**src/rtl/mc_ctrl_fsm.sv**
```systemverilog
// Multi-cycle MIPS main controller: steps each instruction FETCH->DECODE->EXEC/MEM->WB with a unified memory port.
// Outputs decode combinationally from state; FETCH/MEMRD/MEMWR stall on mem_ready=0.
module mc_ctrl_fsm #(
  parameter int CNT_W = 32
) (
  input  logic             clk,
  input  logic             rst_n,
  input  logic [5:0]       opcode,
  input  logic             jr,
  input  logic             mem_ready,
  output logic             pc_write,
  output logic             pc_write_cond,
  output logic             branch_ne,
  output logic [1:0]       pc_source,
  output logic             i_or_d,
  output logic             mem_read,
  output logic             mem_write,
  output logic             ir_write,
  output logic [1:0]       reg_dst,
  output logic [1:0]       mem_to_reg,
  output logic             reg_write,
  output logic             alu_src_a,
  output logic [1:0]       alu_src_b,
  output logic [3:0]       alu_op,
  output logic [3:0]       state,
  output logic             instr_done,
  output logic             illegal,
  output logic [CNT_W-1:0] retired
);

  localparam logic [3:0] S_FETCH  = 4'd0;
  localparam logic [3:0] S_DECODE = 4'd1;
  localparam logic [3:0] S_MEMADR = 4'd2;
  localparam logic [3:0] S_MEMRD  = 4'd3;
  localparam logic [3:0] S_MEMWB  = 4'd4;
  localparam logic [3:0] S_MEMWR  = 4'd5;
  localparam logic [3:0] S_EXEC   = 4'd6;
  localparam logic [3:0] S_RWB    = 4'd7;
  localparam logic [3:0] S_IEXEC  = 4'd8;
  localparam logic [3:0] S_IWB    = 4'd9;
  localparam logic [3:0] S_BRANCH = 4'd10;
  localparam logic [3:0] S_JUMP   = 4'd11;
  localparam logic [3:0] S_JRS    = 4'd12;

  localparam logic [3:0] AOP_ADD  = 4'b0000;
  localparam logic [3:0] AOP_SUB  = 4'b0001;
  localparam logic [3:0] AOP_RTYP = 4'b0010;
  localparam logic [3:0] AOP_AND  = 4'b0011;
  localparam logic [3:0] AOP_OR   = 4'b0100;
  localparam logic [3:0] AOP_SLT  = 4'b0101;
  localparam logic [3:0] AOP_ADDU = 4'b0110;
  localparam logic [3:0] AOP_SLTU = 4'b0111;
  localparam logic [3:0] AOP_LUI  = 4'b1000;
  localparam logic [3:0] AOP_XORI = 4'b1001;

  localparam logic [5:0] OP_RTYPE = 6'b000000;
  localparam logic [5:0] OP_J     = 6'b000010;
  localparam logic [5:0] OP_JAL   = 6'b000011;
  localparam logic [5:0] OP_BEQ   = 6'b000100;
  localparam logic [5:0] OP_BNE   = 6'b000101;
  localparam logic [5:0] OP_LW    = 6'b100011;
  localparam logic [5:0] OP_SW    = 6'b101011;

  logic [3:0] state_q;
  logic [3:0] next_state;

  assign state = state_q;

  always_comb begin
    next_state    = S_FETCH;
    pc_write      = 1'b0;
    pc_write_cond = 1'b0;
    branch_ne     = 1'b0;
    pc_source     = 2'b00;
    i_or_d        = 1'b0;
    mem_read      = 1'b0;
    mem_write     = 1'b0;
    ir_write      = 1'b0;
    reg_dst       = 2'b00;
    mem_to_reg    = 2'b00;
    reg_write     = 1'b0;
    alu_src_a     = 1'b0;
    alu_src_b     = 2'b00;
    alu_op        = AOP_ADD;
    instr_done    = 1'b0;
    illegal       = 1'b0;

    case (state_q)
      S_FETCH: begin
        mem_read   = 1'b1;
        alu_src_b  = 2'b01;
        ir_write   = mem_ready;
        pc_write   = mem_ready;
        next_state = mem_ready ? S_DECODE : S_FETCH;
      end
      S_DECODE: begin
        // Branch target is computed here while the opcode is being decoded.
        alu_src_b = 2'b11;
        case (opcode)
          OP_RTYPE:       next_state = S_EXEC;
          OP_LW, OP_SW:   next_state = S_MEMADR;
          OP_BEQ, OP_BNE: next_state = S_BRANCH;
          OP_J, OP_JAL:   next_state = S_JUMP;
          6'b001000, 6'b001001, 6'b001010, 6'b001011,
          6'b001100, 6'b001101, 6'b001110, 6'b001111:
                          next_state = S_IEXEC;
          default: begin
            next_state = S_FETCH;
            illegal    = 1'b1;
          end
        endcase
      end
      S_MEMADR: begin
        alu_src_a  = 1'b1;
        alu_src_b  = 2'b10;
        next_state = (opcode == OP_SW) ? S_MEMWR : S_MEMRD;
      end
      S_MEMRD: begin
        mem_read   = 1'b1;
        i_or_d     = 1'b1;
        next_state = mem_ready ? S_MEMWB : S_MEMRD;
      end
      S_MEMWB: begin
        reg_write  = 1'b1;
        mem_to_reg = 2'b01;
        instr_done = 1'b1;
      end
      S_MEMWR: begin
        mem_write  = 1'b1;
        i_or_d     = 1'b1;
        instr_done = mem_ready;
        next_state = mem_ready ? S_FETCH : S_MEMWR;
      end
      S_EXEC: begin
        alu_src_a  = 1'b1;
        alu_op     = AOP_RTYP;
        next_state = jr ? S_JRS : S_RWB;
      end
      S_RWB: begin
        reg_write  = 1'b1;
        reg_dst    = 2'b01;
        instr_done = 1'b1;
      end
      S_IEXEC: begin
        alu_src_a  = 1'b1;
        alu_src_b  = 2'b10;
        next_state = S_IWB;
        case (opcode[2:0])
          3'b000:  alu_op = AOP_ADD;
          3'b001:  alu_op = AOP_ADDU;
          3'b010:  alu_op = AOP_SLT;
          3'b011:  alu_op = AOP_SLTU;
          3'b100:  alu_op = AOP_AND;
          3'b101:  alu_op = AOP_OR;
          3'b110:  alu_op = AOP_XORI;
          default: alu_op = AOP_LUI;
        endcase
      end
      S_IWB: begin
        reg_write  = 1'b1;
        instr_done = 1'b1;
      end
      S_BRANCH: begin
        alu_src_a     = 1'b1;
        alu_op        = AOP_SUB;
        pc_write_cond = 1'b1;
        pc_source     = 2'b01;
        branch_ne     = (opcode == OP_BNE);
        instr_done    = 1'b1;
      end
      S_JUMP: begin
        pc_write   = 1'b1;
        pc_source  = 2'b10;
        instr_done = 1'b1;
        if (opcode == OP_JAL) begin
          reg_write  = 1'b1;
          reg_dst    = 2'b10;
          mem_to_reg = 2'b10;
        end
      end
      S_JRS: begin
        pc_write   = 1'b1;
        pc_source  = 2'b11;
        instr_done = 1'b1;
      end
      default: next_state = S_FETCH;
    endcase

    // Reset masks every control output so the datapath is quiescent while held.
    if (!rst_n) begin
      pc_write      = 1'b0;
      pc_write_cond = 1'b0;
      branch_ne     = 1'b0;
      pc_source     = 2'b00;
      i_or_d        = 1'b0;
      mem_read      = 1'b0;
      mem_write     = 1'b0;
      ir_write      = 1'b0;
      reg_dst       = 2'b00;
      mem_to_reg    = 2'b00;
      reg_write     = 1'b0;
      alu_src_a     = 1'b0;
      alu_src_b     = 2'b00;
      alu_op        = AOP_ADD;
      instr_done    = 1'b0;
      illegal       = 1'b0;
    end
  end

  always_ff @(posedge clk) begin
    if (!rst_n) begin
      state_q <= S_FETCH;
      retired <= '0;
    end else begin
      state_q <= next_state;
      if (instr_done)
        retired <= retired + {{(CNT_W-1){1'b0}}, 1'b1};
    end
  end

endmodule

```
**config.mk**
```make
export PLATFORM = sky130hd
export DESIGN_NAME = mc_ctrl_fsm
export DESIGN_NICKNAME = d
export VERILOG_FILES = /design/src/rtl/mc_ctrl_fsm.sv
export SDC_FILE = /design/constraint.sdc
export NUM_CORES = 1
export LEC_CHECK = 0
export ABC_CLOCK_PERIOD_IN_PS = 2400
export CORE_ASPECT_RATIO = 1.1
export CORE_MARGIN = 4
export CORE_UTILIZATION = 48
export DETAILED_ROUTE_END_ITERATION = 12
export GPL_ROUTABILITY_DRIVEN = 1
export PLACE_DENSITY = 0.9
export SYNTH_ARGS = -nofsm -noshare
export SYNTH_HDL_FRONTEND = slang
export SYNTH_SLANG_ARGS = --single-unit
```
**constraint.sdc**
```tcl
create_clock -name clk -period 2.4 [get_ports clk]
set_clock_uncertainty 0.1 [all_clocks]
set_input_delay 0.48 -clock clk [delete_from_list [all_inputs] [get_ports clk]]
set_output_delay 0.48 -clock clk [all_outputs]
set_load 0.005 [all_outputs]
```
==> impl_summary.txt, run 1 <==
----------------------------------------------------
[Synthesis]
  Synth Net Count ... 318
  Post-Synthesis Mean Instance Area ... slightly below 8 sq um
  Count of synthesis-stage warnings from yosys ... 0
  Yosys top cell area share ... 30.4%
  Yosys top cell by area ... sky130_fd_sc_hd__dfxtp_1
  Count of flip-flops with a built-in enable after synthesis ... 0
  Synthesized instance count ... 307
  Cell area after technology mapping ... between 2000 and 2500 sq um
  Count of state elements after synthesis ... 36
  Most used DFF post-synth ... sky130_fd_sc_hd__dfxtp_1
  Synth unique cells ... 53
  Share of async-settable or async-resettable flops after synthesis ... 0%
  Sequential-to-total area share from yosys stat ... between 30% and 40%
  Top cells by area, synth ... sky130_fd_sc_hd__dfxtp_1 30%, sky130_fd_sc_hd__nor2_1 5.9%, sky130_fd_sc_hd__a21oi_1 5.5%

[Timing]
  Worst slew pin tran ... between 0.5 and 0.6 ns
  Worst slew slack as a fraction of its limit ... roughly 65%
  Number of hold-slack violations in the final timing report ... 0
  Count of pins over their slew limit ... 0
  Setup Total Neg Slack ... 0 ns
  Peak clock frequency supported by timing ... 422 MHz
  Final setup violation count ... 0
  Final Cycle Share ... a little over nine tenths
  Final worst path period need ... approximately 2.4 ns

[CTS]
  H-Tree Level Count ... 2
  Worst-path clk slew ... 0.07 ns
  Number of hold-repair buffers added at the cts stage ... 0
  Num CTS Buffers ... 5
  CTS tree ... built
  Maximum buffer depth of the clock tree ... 2
  CTS root buf ... sky130_fd_sc_hd__clkbuf_8
  Insertion delay to the later sink of the worst-skew pair ... about 0.30 ns
  Clock sink total ... 36

[Min path]
  Class of the tightest hold or removal check ... register to register
  Worst Hold End ... retired[31]
  Number of cells on the worst hold path ... 2
  Hold wc startpoint ... retired[31]

[Die]
  Standard cell core area ... ~4700 sq um
  Die Span X ... approximately 75 microns
  Die Y ... around 82 microns
  Cell row count ... 26
  Count of pins on the block boundary ... 69
  Die ar. ... about 6000 sq um
  Starting density of the core ... 50.2%

[Placed design]
  Final weighted congestion in routability-driven placement ... ~0.9
  Total of buffers placed on input and output ports ... 68
  Placed wire-length estimate after detailed placement ... 5.21 mm

[GRT]
  Residual overflow from global routing ... 0
  Pin count of the biggest net entering global routing ... 32
  Vias in the first global route ... approximately 2,700
  Overall fraction of global-route tracks in use ... about 25%
  Antenna violations before repair ... 0
  Wire length of the first global-routing pass ... around 12 mm

[Critical path]
  Number of buffer and inverter stages on the critical path ... 2
  Critical-path cell with the highest stage delay ... sky130_fd_sc_hd__clkdlybuf4s50_1
  Worst reg2reg endpoint ... retired[31]
  Kind of critical path ... register to output port
  Crit-path cells ... buf_4 -> and2b_2 -> nand2_2 -> nor2_1 -> clkdlybuf4s50_1
  Crit path capture type ... output port
  Critical Path Start Type ... register
  Worst-path maximum fanout ... 6
  CP peak stage delay ... roughly 0.55 ns
  Depth of the worst register-to-register path ... 6
  Setup slack, reg-to-reg ... between 0.2 and 0.25 ns
  Critical R2R Launch ... state[1]
  Category of cells accounting for the largest share of critical-path delay ... buffers and inverters
  Worst EP required ... around 1.8 ns
  Arr. time, crit path ... between 1.5 and 2 ns

[Routing]
  Met3 WL post-DR ... between 400 and 500 microns
  Number of iterations in the first detailed-routing pass ... 4
  WL met2 ... approximately 3.7 mm
  Total routed wire length on the met1 layer ... between 3 and 4 mm
  Average wire per standard cell ... 16.3 microns
  Drt initial violations ... between 200 and 250
  Vias per cell ... roughly 6.0
  Uppermost layer routed ... met4
  Detailed-route via count ... ~2,700
  ANT nets after route ... 0
  Total wire length after detailed routing ... 7.40 mm
  DRC violations left ... 0

[Finish]
  Count of inserted antenna diode cells ... 0
  Relative area change from synthesis to final layout ... 45.0%
  Most common cell after layout, fill and taps aside ... sky130_fd_sc_hd__clkdlybuf4s50_1
  Commonest cells after routing, fill and taps aside ... 50 x sky130_fd_sc_hd__clkdlybuf4s50_1, 34 x sky130_fd_sc_hd__buf_4, 33 x sky130_fd_sc_hd__nor2_1
  Net count reported at finish ... slightly above 400
  Layout cell share with drive strength beyond 1 ... around 19%

[Job]
  Number of max-cap violations ... 0

[Power and ir drop]
  Pwr Density ... between 300 and 400 nW/um^2
  Sum of internal, switching and leakage power ... 1.32 mW
  Leakage Power ... about 1.2 nW
  Peak supply drop ... around 0.0003 V

[Outcome]
  Result of the run ... finished clean

----------------------------------------------------
-- through the flow --
stage / util [%] / hold WS (ns) / instances / worst slack, ns / instance area, sq um
final: 72.8 / 0.383 / 455 / 0.0301 / 3430
after global routing: 72.8 / 0.427 / 455 / -0.00815 / 3430
after CTS: 71.9 / 0.389 / 455 / 0.0324 / 3390
after detailed placement: 69.2 / 0.379 / 444 / -0.368 / 3260
after global placement: 69.2 / 0.364 / 444 / -0.336 / 3260
after floorplan: - / 0.368 / 307 / 0.351 / 2370
-- registers in the layout, summed over array words and instances (netlist names) --
register	cells
retired	32
state	4
-- synth_stat cells (2+ instances only) --
library cell,number
sky130_fd_sc_hd__nor2_1,37
sky130_fd_sc_hd__dfxtp_1,36
sky130_fd_sc_hd__a21oi_1,26
sky130_fd_sc_hd__nand2_1,22
sky130_fd_sc_hd__o21ai_0,21
sky130_fd_sc_hd__nand3_1,15
sky130_fd_sc_hd__or3_1,15
sky130_fd_sc_hd__xnor2_1,12
sky130_fd_sc_hd__clkbuf_1,11
sky130_fd_sc_hd__inv_1,8
sky130_fd_sc_hd__nand2b_1,8
sky130_fd_sc_hd__a211oi_1,7
sky130_fd_sc_hd__and4_1,7
sky130_fd_sc_hd__nand4_1,7
sky130_fd_sc_hd__xor2_1,7
sky130_fd_sc_hd__buf_4,5
sky130_fd_sc_hd__and2_1,4
sky130_fd_sc_hd__nor3_1,4
sky130_fd_sc_hd__o2111ai_1,4
sky130_fd_sc_hd__o211ai_1,4
sky130_fd_sc_hd__nor2b_1,3
sky130_fd_sc_hd__or4_1,3
sky130_fd_sc_hd__a2111oi_1,2
sky130_fd_sc_hd__a2111oi_2,2
sky130_fd_sc_hd__a21o_1,2
sky130_fd_sc_hd__a31oi_1,2
sky130_fd_sc_hd__and4b_1,2
sky130_fd_sc_hd__buf_2,2
sky130_fd_sc_hd__nand4b_1,2
sky130_fd_sc_hd__nor3b_1,2
sky130_fd_sc_hd__nor4_1,2
sky130_fd_sc_hd__o31ai_1,2
-- worst register-to-register path: stages, from the launching register on --
cell,delay (ns)
sky130_fd_sc_hd__dfxtp_4,0.37
sky130_fd_sc_hd__or3b_4,0.42
sky130_fd_sc_hd__buf_4,0.16
sky130_fd_sc_hd__o21ai_4,0.11
sky130_fd_sc_hd__o2111ai_2,0.32
sky130_fd_sc_hd__or4_1,0.48
sky130_fd_sc_hd__a21oi_1,0.15
-- how the worst max path moves through the flow --
| stage | from | end | slack, ns | cells after the start |
|---|---|---|---|---|
| final | state[2] | mem_write | 0.03 | 5 |
| after global routing | state[1] | pc_write_cond | -0.008 | 6 |
| after CTS | opcode[3] | branch_ne | 0.03 | 4 |
| after detailed placement | opcode[0] | reg_dst[1] | -0.37 | 5 |
| after global placement | opcode[0] | reg_write | -0.34 | 7 |
| after floorplan | opcode[2] | reg_dst[1] | 0.35 | 5 |
-- kinds of logic after synthesis --
family,Yosys count,synth area share [%]
simple gates,138,31.1
compound gates,83,24.6
flops,36,30.4
buf+inv,29,5.81
xor+xnor,19,7.03
mux,1,0.423
fa+ha+maj,1,0.528
-- report_power, final --
part / internal (mW) / leakage (nW) / switching, mW
clock: 0.233 / 0.0445 / 0.230
combinational: 0.115 / 0.866 / 0.129
sequential: 0.603 / 0.292 / 0.00879
-- timing repair --
item | CTS | global route
setup buffers | 3 | 0
resized for setup | 40 | 16
pin swaps | 8 | 3
endpoints found under the setup margin | 23 | 14
-- cell type report --
| class | instances | area [sq um] |
|---|---|---|
| Inverter | 9 | 33.8 |
| Fill cell | 352 | 1280 |
| Timing Repair Buffer | 104 | 936 |
| Sequential cell | 36 | 728 |
| Multi-Input combinational cell | 242 | 1570 |
| Tap cell | 56 | 70.1 |
| Clock buffer | 7 | 86.3 |
| Clock inverter | 1 | 7.51 |
-- routing by layer --
layer / track usage (%) / up-vias
met5: 0 / -
met3: 5.51 / 23
met1: 29.4 / 1305
met2: 43.1 / 113
li1: - / 1300
met4: 10.1 / 0
No activity file was read; power rests on OpenSTA's default activity.
==> run 2, diff against run 1 <==
==> config.mk (replaced) <==
export PLATFORM = sky130hd
export DESIGN_NAME = mc_ctrl_fsm
export DESIGN_NICKNAME = d
export VERILOG_FILES = /design/src/rtl/mc_ctrl_fsm.sv
export SDC_FILE = /design/constraint.sdc
export NUM_CORES = 1
export LEC_CHECK = 0
export ABC_CLOCK_PERIOD_IN_PS = 2500
export CORE_ASPECT_RATIO = 1.1
export CORE_MARGIN = 4
export CORE_UTILIZATION = 40
export DETAILED_ROUTE_END_ITERATION = 12
export GPL_ROUTABILITY_DRIVEN = 1
export PLACE_DENSITY = 0.78
export SYNTH_ARGS = -nofsm -noshare
export SYNTH_HDL_FRONTEND = slang
export SYNTH_SLANG_ARGS = --single-unit
==> constraint.sdc (replaced) <==
create_clock -name clk -period 2.5 [get_ports clk]
set_clock_uncertainty 0.1 [all_clocks]
set_input_delay 0.5 -clock clk [delete_from_list [all_inputs] [get_ports clk]]
set_output_delay 0.5 -clock clk [all_outputs]
set_load 0.005 [all_outputs]
==> run 2 against run 1 <==
Combinational power barely moved. Clock power rose by 8.2%. Global-route usage fell by 5.8 points. Sequential share of layout area fell by 0.98 points. Flip-flop and latch count did not move. Power rose by 1.2%. Core utilization fell by 10 points. Non-clock buffer count rose by 15. Largest power group unchanged. Cell area rose by 5.0%. Register-to-register slack improved by 0.17 ns. Highest routed layer unchanged. Largest cell class unchanged. Clock-buffer cell count fell by 1.
==> impl_summary.txt, run 2 (synthesis gave the netlist of run 1 again) <==
----------------------------------------------------
[Power and ir drop]
  Part of the total power dissipated in sequential elements ... 44.0%
  Leakage Power ... 1.32 nW
  Sw frac ... roughly a quarter
  Pwr Density ... approximately 370 nW/um^2
  Peak supply drop ... 0.000251 V
  Share of power burned in combinational logic ... 18.5%
  Net switching power of the design ... 0.336 mW
  Cell-internal power ... ~1 mW
  Clock power frac ... a little under two fifths
  Sum of internal, switching and leakage power ... between 1 and 1.5 mW

[Die]
  Die Y ... 88.7 microns
  Count of pins on the block boundary ... between 60 and 70
  Die Span X ... 81.4 microns
  Starting density of the core ... a little over 40%
  Die ar. ... about 7200 sq um
  Cell row count ... 29
  Standard cell core area ... around 5800 sq um

[CTS]
  Number of hold-repair buffers added at the cts stage ... 0
  CTS root buf ... sky130_fd_sc_hd__clkbuf_8
  Insertion delay to the later sink of the worst-skew pair ... between 0.2 and 0.3 ns
  Clock sink total ... 36
  Worst-path clk slew ... roughly 0.080 ns
  Maximum buffer depth of the clock tree ... 2
  H-Tree Level Count ... 2
  Num CTS Buffers ... 5
  CTS tree ... built

[GRT]
  Residual overflow from global routing ... 0
  Overall fraction of global-route tracks in use ... between 10% and 20%
  Pin count of the biggest net entering global routing ... 32
  Vias in the first global route ... approximately 2,500
  Antenna violations before repair ... 0
  Wire length of the first global-routing pass ... approximately 11 mm

[Min path]
  Class of the tightest hold or removal check ... register to register
  Number of cells on the worst hold path ... 2
  Worst Hold End ... retired[29]
  Hold wc startpoint ... retired[29]

[Timing]
  Worst hold slack ... 0.397 ns
  Count of pins over their slew limit ... 0
  Final setup violation count ... 0
  Worst slew pin tran ... between 0.4 and 0.5 ns
  Final worst-path setup slack ... around 0.047 ns
  Worst slew slack as a fraction of its limit ... around 68%
  Final worst path period need ... around 2.5 ns
  Number of hold-slack violations in the final timing report ... 0
  Peak clock frequency supported by timing ... just over 400 MHz
  Final Cycle Share ... between 90 and 100%

[Finish]
  Finished Core Util ... roughly 63%
  Relative area change from synthesis to final layout ... 52.3%
  Commonest cells after routing, fill and taps aside ... 50 x sky130_fd_sc_hd__clkdlybuf4s50_1, 49 x sky130_fd_sc_hd__buf_4, 33 x sky130_fd_sc_hd__nor2_1, 33 x sky130_fd_sc_hd__dfxtp_1, 25 x sky130_fd_sc_hd__a21oi_1
  Net count reported at finish ... around 420
  Layout cell share with drive strength beyond 1 ... roughly a fifth
  Number of flip-flops under the largest register name ... 32
  Number of filler cells placed in the layout ... roughly 470
  Final cell area excluding filler cells ... between 3000 and 4000 sq um
  Most common cell after layout, fill and taps aside ... sky130_fd_sc_hd__clkdlybuf4s50_1
  Largest register by flop count ... retired
  Count of inserted antenna diode cells ... 0

[Critical path]
  Arr. time, crit path ... around 1.9 ns
  Crit path launch ... opcode[5]
  Worst-path maximum fanout ... 6
  Category of cells accounting for the largest share of critical-path delay ... simple AND/OR/NAND/NOR gates
  Critical Path Start Type ... input port
  Worst reg2reg endpoint ... retired[29]
  Depth of the worst register-to-register path ... 6
  Setup slack, reg-to-reg ... slightly below 0.4 ns
  Crit-path cells ... dlygate4sd2_1 -> nor2_2 -> nand4b_1 -> nor4_2 -> buf_4 -> clkdlybuf4s15_2
  Critical R2R Launch ... state[1]
  CP peak stage delay ... approximately 0.40 ns
  Worst EP required ... 1.90 ns
  Critical-path cell with the highest stage delay ... sky130_fd_sc_hd__nor4_2
  Number of buffer and inverter stages on the critical path ... 3
  Crit path capture type ... output port
  Kind of critical path ... input port to output port

[Placed design]
  Instance area at placement ... 3340 sq um
  Total of buffers placed on input and output ports ... 68
  Minimum setup slack after placement ... -0.424 ns
  Final weighted congestion in routability-driven placement ... between 0.9 and 1
  Placed wire-length estimate after detailed placement ... ~5.1 mm

[Routing]
  Drt initial violations ... between 100 and 150
  Vias per cell ... between 5 and 6
  Average wire per standard cell ... 14.2 microns
  Detailed-route via count ... ~2,700
  DRC violations left ... 0
  Number of iterations in the first detailed-routing pass ... 4
  ANT nets after route ... 0
  Total wire length after detailed routing ... about 7.0 mm

[Outcome]
  Result of the run ... finished clean

[Job]
  Number of max-cap violations ... 0

----------------------------------------------------
run 2: changes by cell type in the layout (fill, tap and decap cells not counted), sizes merged:
cell,change
buf,+13
dlymetal6s2s,+2
bufinv,+1
clkbuf,-1
clkdlybuf4s15,-1
clkinv,+1
clkinvlp,-1
dlygate4sd2,+1
run 2: layout make-up:
class	instances	area, sq um	share of cell area (%)
clock buffer	6	72.6	2.01
clock inverter	2	35.0	0.972
inverter	9	33.8	0.937
multi-input combinational	242	1580	43.8
sequential	36	729	20.2
tap	77	96.3	2.67
timing repair buffer	119	1060	29.4
run 2: metal layers:
metal / track usage, % / vias up / part of all wire [%]
met5: 0 / - / 0
met4: 3.99 / 0 / 0.65
met3: 3.77 / 7 / 6.1
met2: 31.8 / 86 / 48
met1: 25.6 / 1255 / 45
li1: - / 1340 / -
run 2: worst min-delay path, delay by kind of cell (launching register included):
kind | cells | cell delay [ns]
compound gates | 2 | 0.13
flops | 1 | 0.33
run 2: power by group through the flow:
stage | logic (mW) | registers, mW | clock network (mW)
2_1_floorplan | 0.113 | 0.599 | 0
6_report | 0.246 | 0.587 | 0.501
3_3_place_gp | 0.222 | 0.599 | 0
4_1_cts | 0.231 | 0.587 | 0.506
3_5_place_dp | 0.225 | 0.600 | 0
5_1_grt | 0.269 | 0.588 | 0.533
run 2: how the worst max path moves through the flow:
stage                     cells past startpoint            end
after floorplan                               5     reg_dst[1]
after global placement                        7      reg_write
after detailed placement                      5  mem_to_reg[1]
after CTS                                     6      alu_op[0]
after global routing                          6      alu_op[0]
final                                         6     reg_dst[1]
run 2: metrics by stage:
step	instances	setup TNS, ns
after floorplan	307	0
after global placement	472	-3.51
after detailed placement	472	-3.96
after CTS	487	0
after global routing	491	-0.0196
final	491	0
run 2: what timing repair did:
action                                  4_1_cts  5_1_grt
buffers inserted                              7        4
pin swaps                                     6        5
endpoints found under the setup margin       22       10
gates resized for setup                      34       15
==> run 3, diff against run 2 <==
--- a/config.mk
+++ b/config.mk
@@ -7,7 +7,6 @@
 export LEC_CHECK = 0
 export ABC_CLOCK_PERIOD_IN_PS = 2500
 export CORE_ASPECT_RATIO = 1.1
-export CORE_MARGIN = 4
 export CORE_UTILIZATION = 40
 export DETAILED_ROUTE_END_ITERATION = 12
 export GPL_ROUTABILITY_DRIVEN = 1
==> run 3 against run 2 <==
First-iteration DRC count rose by 56%. Clock power fell by 11%. Clock-buffer cell count is 1 higher. Core utilization down 0.94 points. Cell area is 2.1% lower. Via count grew 0.41%. Flip-flop and latch count stayed put. Register-to-register slack about the same. Largest cell class unchanged. Critical path depth shrank 1. Maximum frequency grew 1.5%. Combinational power shrank 4%.
==> impl_summary.txt, run 3 (synthesis gave the netlist of run 1 again) <==
----------------------------------------------------
[Die]
  Die Span X ... around 75 microns
  Starting density of the core ... 41.3%
  Standard cell core area ... around 5700 sq um
  Die ar. ... 6230 sq um
  Die Y ... 82.7 microns
  Count of pins on the block boundary ... 69
  Cell row count ... 29

[Critical path]
  Critical Path Start Type ... input port
  Worst reg2reg endpoint ... retired[29]
  Critical R2R Launch ... state[1]
  Worst EP required ... between 1.5 and 2 ns
  Kind of critical path ... input port to output port
  Setup slack, reg-to-reg ... 0.38 ns
  Worst-path maximum fanout ... 8
  Depth of the worst register-to-register path ... 6
  Arr. time, crit path ... roughly 1.8 ns
  Crit path capture type ... output port

[Finish]
  Layout cell share with drive strength beyond 1 ... around 20%
  Number of flip-flops under the largest register name ... 32
  Final cell area excluding filler cells ... between 3000 and 4000 sq um
  Register area ... roughly 730 sq um
  Finished Core Util ... 61.6%
  Relative area change from synthesis to final layout ... 49.1%
  Largest register by flop count ... retired
  Commonest cells after routing, fill and taps aside ... 49 x sky130_fd_sc_hd__clkdlybuf4s50_1, 42 x sky130_fd_sc_hd__buf_4, 33 x sky130_fd_sc_hd__nor2_1
  Number of filler cells placed in the layout ... about 530
  Net count reported at finish ... 416
  Most common cell after layout, fill and taps aside ... sky130_fd_sc_hd__clkdlybuf4s50_1
  Count of inserted antenna diode cells ... 0
  Area of combinational cells with multiple inputs ... between 1500 and 2000 sq um

[Power and ir drop]
  Clock power frac ... between 30% and 40%
  Net switching power of the design ... approximately 0.33 mW
  Cell-internal power ... 0.939 mW
  Sw frac ... 25.9%
  Peak supply drop ... 0.000314 V
  Share of power burned in combinational logic ... between 10% and 20%
  Leakage Power ... between 1 and 1.5 nW
  Part of the total power dissipated in sequential elements ... between 40 and 50%
  Pwr Density ... about 360 nW/um^2

[Timing]
  Number of hold-slack violations in the final timing report ... 0
  Final Cycle Share ... ~97%
  Worst slew slack as a fraction of its limit ... 67.9%
  Final setup violation count ... 0
  Worst slew pin tran ... about 0.48 ns
  Unrepaired setup endpoints after global routing ... false
  Final worst path period need ... 2.42 ns
  Peak clock frequency supported by timing ... a little over 400 MHz
  Worst hold slack ... approximately 0.39 ns
  Count of pins over their slew limit ... 0

[Routing]
  Number of iterations in the first detailed-routing pass ... 4
  Average wire per standard cell ... between 10 and 15 microns
  Detailed-route via count ... between 2,000 and 3,000
  Drt initial violations ... between 150 and 200
  Total wire length after detailed routing ... about 6.9 mm
  Vias per cell ... between 5 and 6
  ANT nets after route ... 0
  DRC violations left ... 0

[CTS]
  Maximum buffer depth of the clock tree ... 2
  Worst-path clk slew ... roughly 0.07 ns
  H-Tree Level Count ... 2
  CTS root buf ... sky130_fd_sc_hd__clkbuf_8
  CTS tree ... built
  Clock sink total ... 36
  Num CTS Buffers ... 5
  Insertion delay to the later sink of the worst-skew pair ... 0.29 ns

[Job]
  Number of max-cap violations ... 0

[Outcome]
  Result of the run ... finished clean

[Min path]
  Number of cells on the worst hold path ... 2
  Hold wc startpoint ... retired[31]
  Class of the tightest hold or removal check ... register to register
  Worst Hold End ... retired[31]

[Placed design]
  Total of buffers placed on input and output ports ... between 60 and 70
  Final weighted congestion in routability-driven placement ... between 0.9 and 1
  Placed wire-length estimate after detailed placement ... 5.19 mm
  Instance area at placement ... 3330 sq um

[GRT]
  Antenna violations before repair ... 0
  Vias in the first global route ... 2,361
  Overall fraction of global-route tracks in use ... around 23%
  Wire length of the first global-routing pass ... roughly 11 mm
  Pin count of the biggest net entering global routing ... 32
  Residual overflow from global routing ... 0

----------------------------------------------------
-- run 3: power by group through the flow --
stage / Combinational, mW / Sequential (mW) / Clock [mW]
CTS: 0.230 / 0.587 / 0.451
finish: 0.236 / 0.588 / 0.444
floorplan: 0.113 / 0.599 / 0
global route: 0.254 / 0.589 / 0.475
global placement: 0.222 / 0.600 / 0
detailed placement: 0.226 / 0.600 / 0
-- run 3: worst max-delay path by stage --
stage	endpoint	depth (start not counted)	startpoint	slack, ns
floorplan	reg_dst[1]	5	opcode[2]	0.41
global placement	reg_dst[1]	5	opcode[0]	-0.27
detailed placement	mem_to_reg[1]	5	opcode[0]	-0.37
CTS	instr_done	4	state[1]	0.01
global route	alu_op[2]	5	opcode[1]	0.009
finish	alu_op[2]	5	opcode[1]	0.08
-- run 3: area by class of cell --
class | count | area share, %
Clock buffer | 7 | 2.73
Inverter | 9 | 0.957
Multi-Input combinational cell | 242 | 44.8
Sequential cell | 36 | 20.6
Tap cell | 77 | 2.73
Timing Repair Buffer | 111 | 28.2
-- run 3: worst max-delay path, cell delays in order --
cell and delay [ns]:
sky130_fd_sc_hd__dlygate4sd2_1 0.36, sky130_fd_sc_hd__nor2_1 0.11, sky130_fd_sc_hd__buf_4 0.16, sky130_fd_sc_hd__nor3b_1 0.17, sky130_fd_sc_hd__clkdlybuf4s50_1 0.53
-- run 3: metal layers --
layer	GRT usage (%)	wire length [microns]	part of all wire, %	vias to the layer above
li1	-	-	-	1326
met2	37.7	3370	49	81
met4	5.19	91	1.3	0
met1	30.7	3180	46	1282
met3	3.88	294	4.2	10
met5	0	0	0	-
-- run 3: timing repair --
action	CTS	global route
endpoints found under the setup margin	23	8
hold buffers	0	0
resized for setup	35	11
cloned	0	0
buffers inserted	4	0
pin swaps	8	1
-- run 3: through the flow --
stage          total power, mW  instances  TNS, ns  setup WS (ns)
6_report                  1.27        482        0         0.0825
5_1_grt                   1.32        482        0        0.00867
4_1_cts                   1.27        482        0         0.0109
3_5_place_dp             0.826        471    -3.26         -0.365
3_3_place_gp             0.822        471    -2.87         -0.269
2_1_floorplan            0.712        307        0          0.411
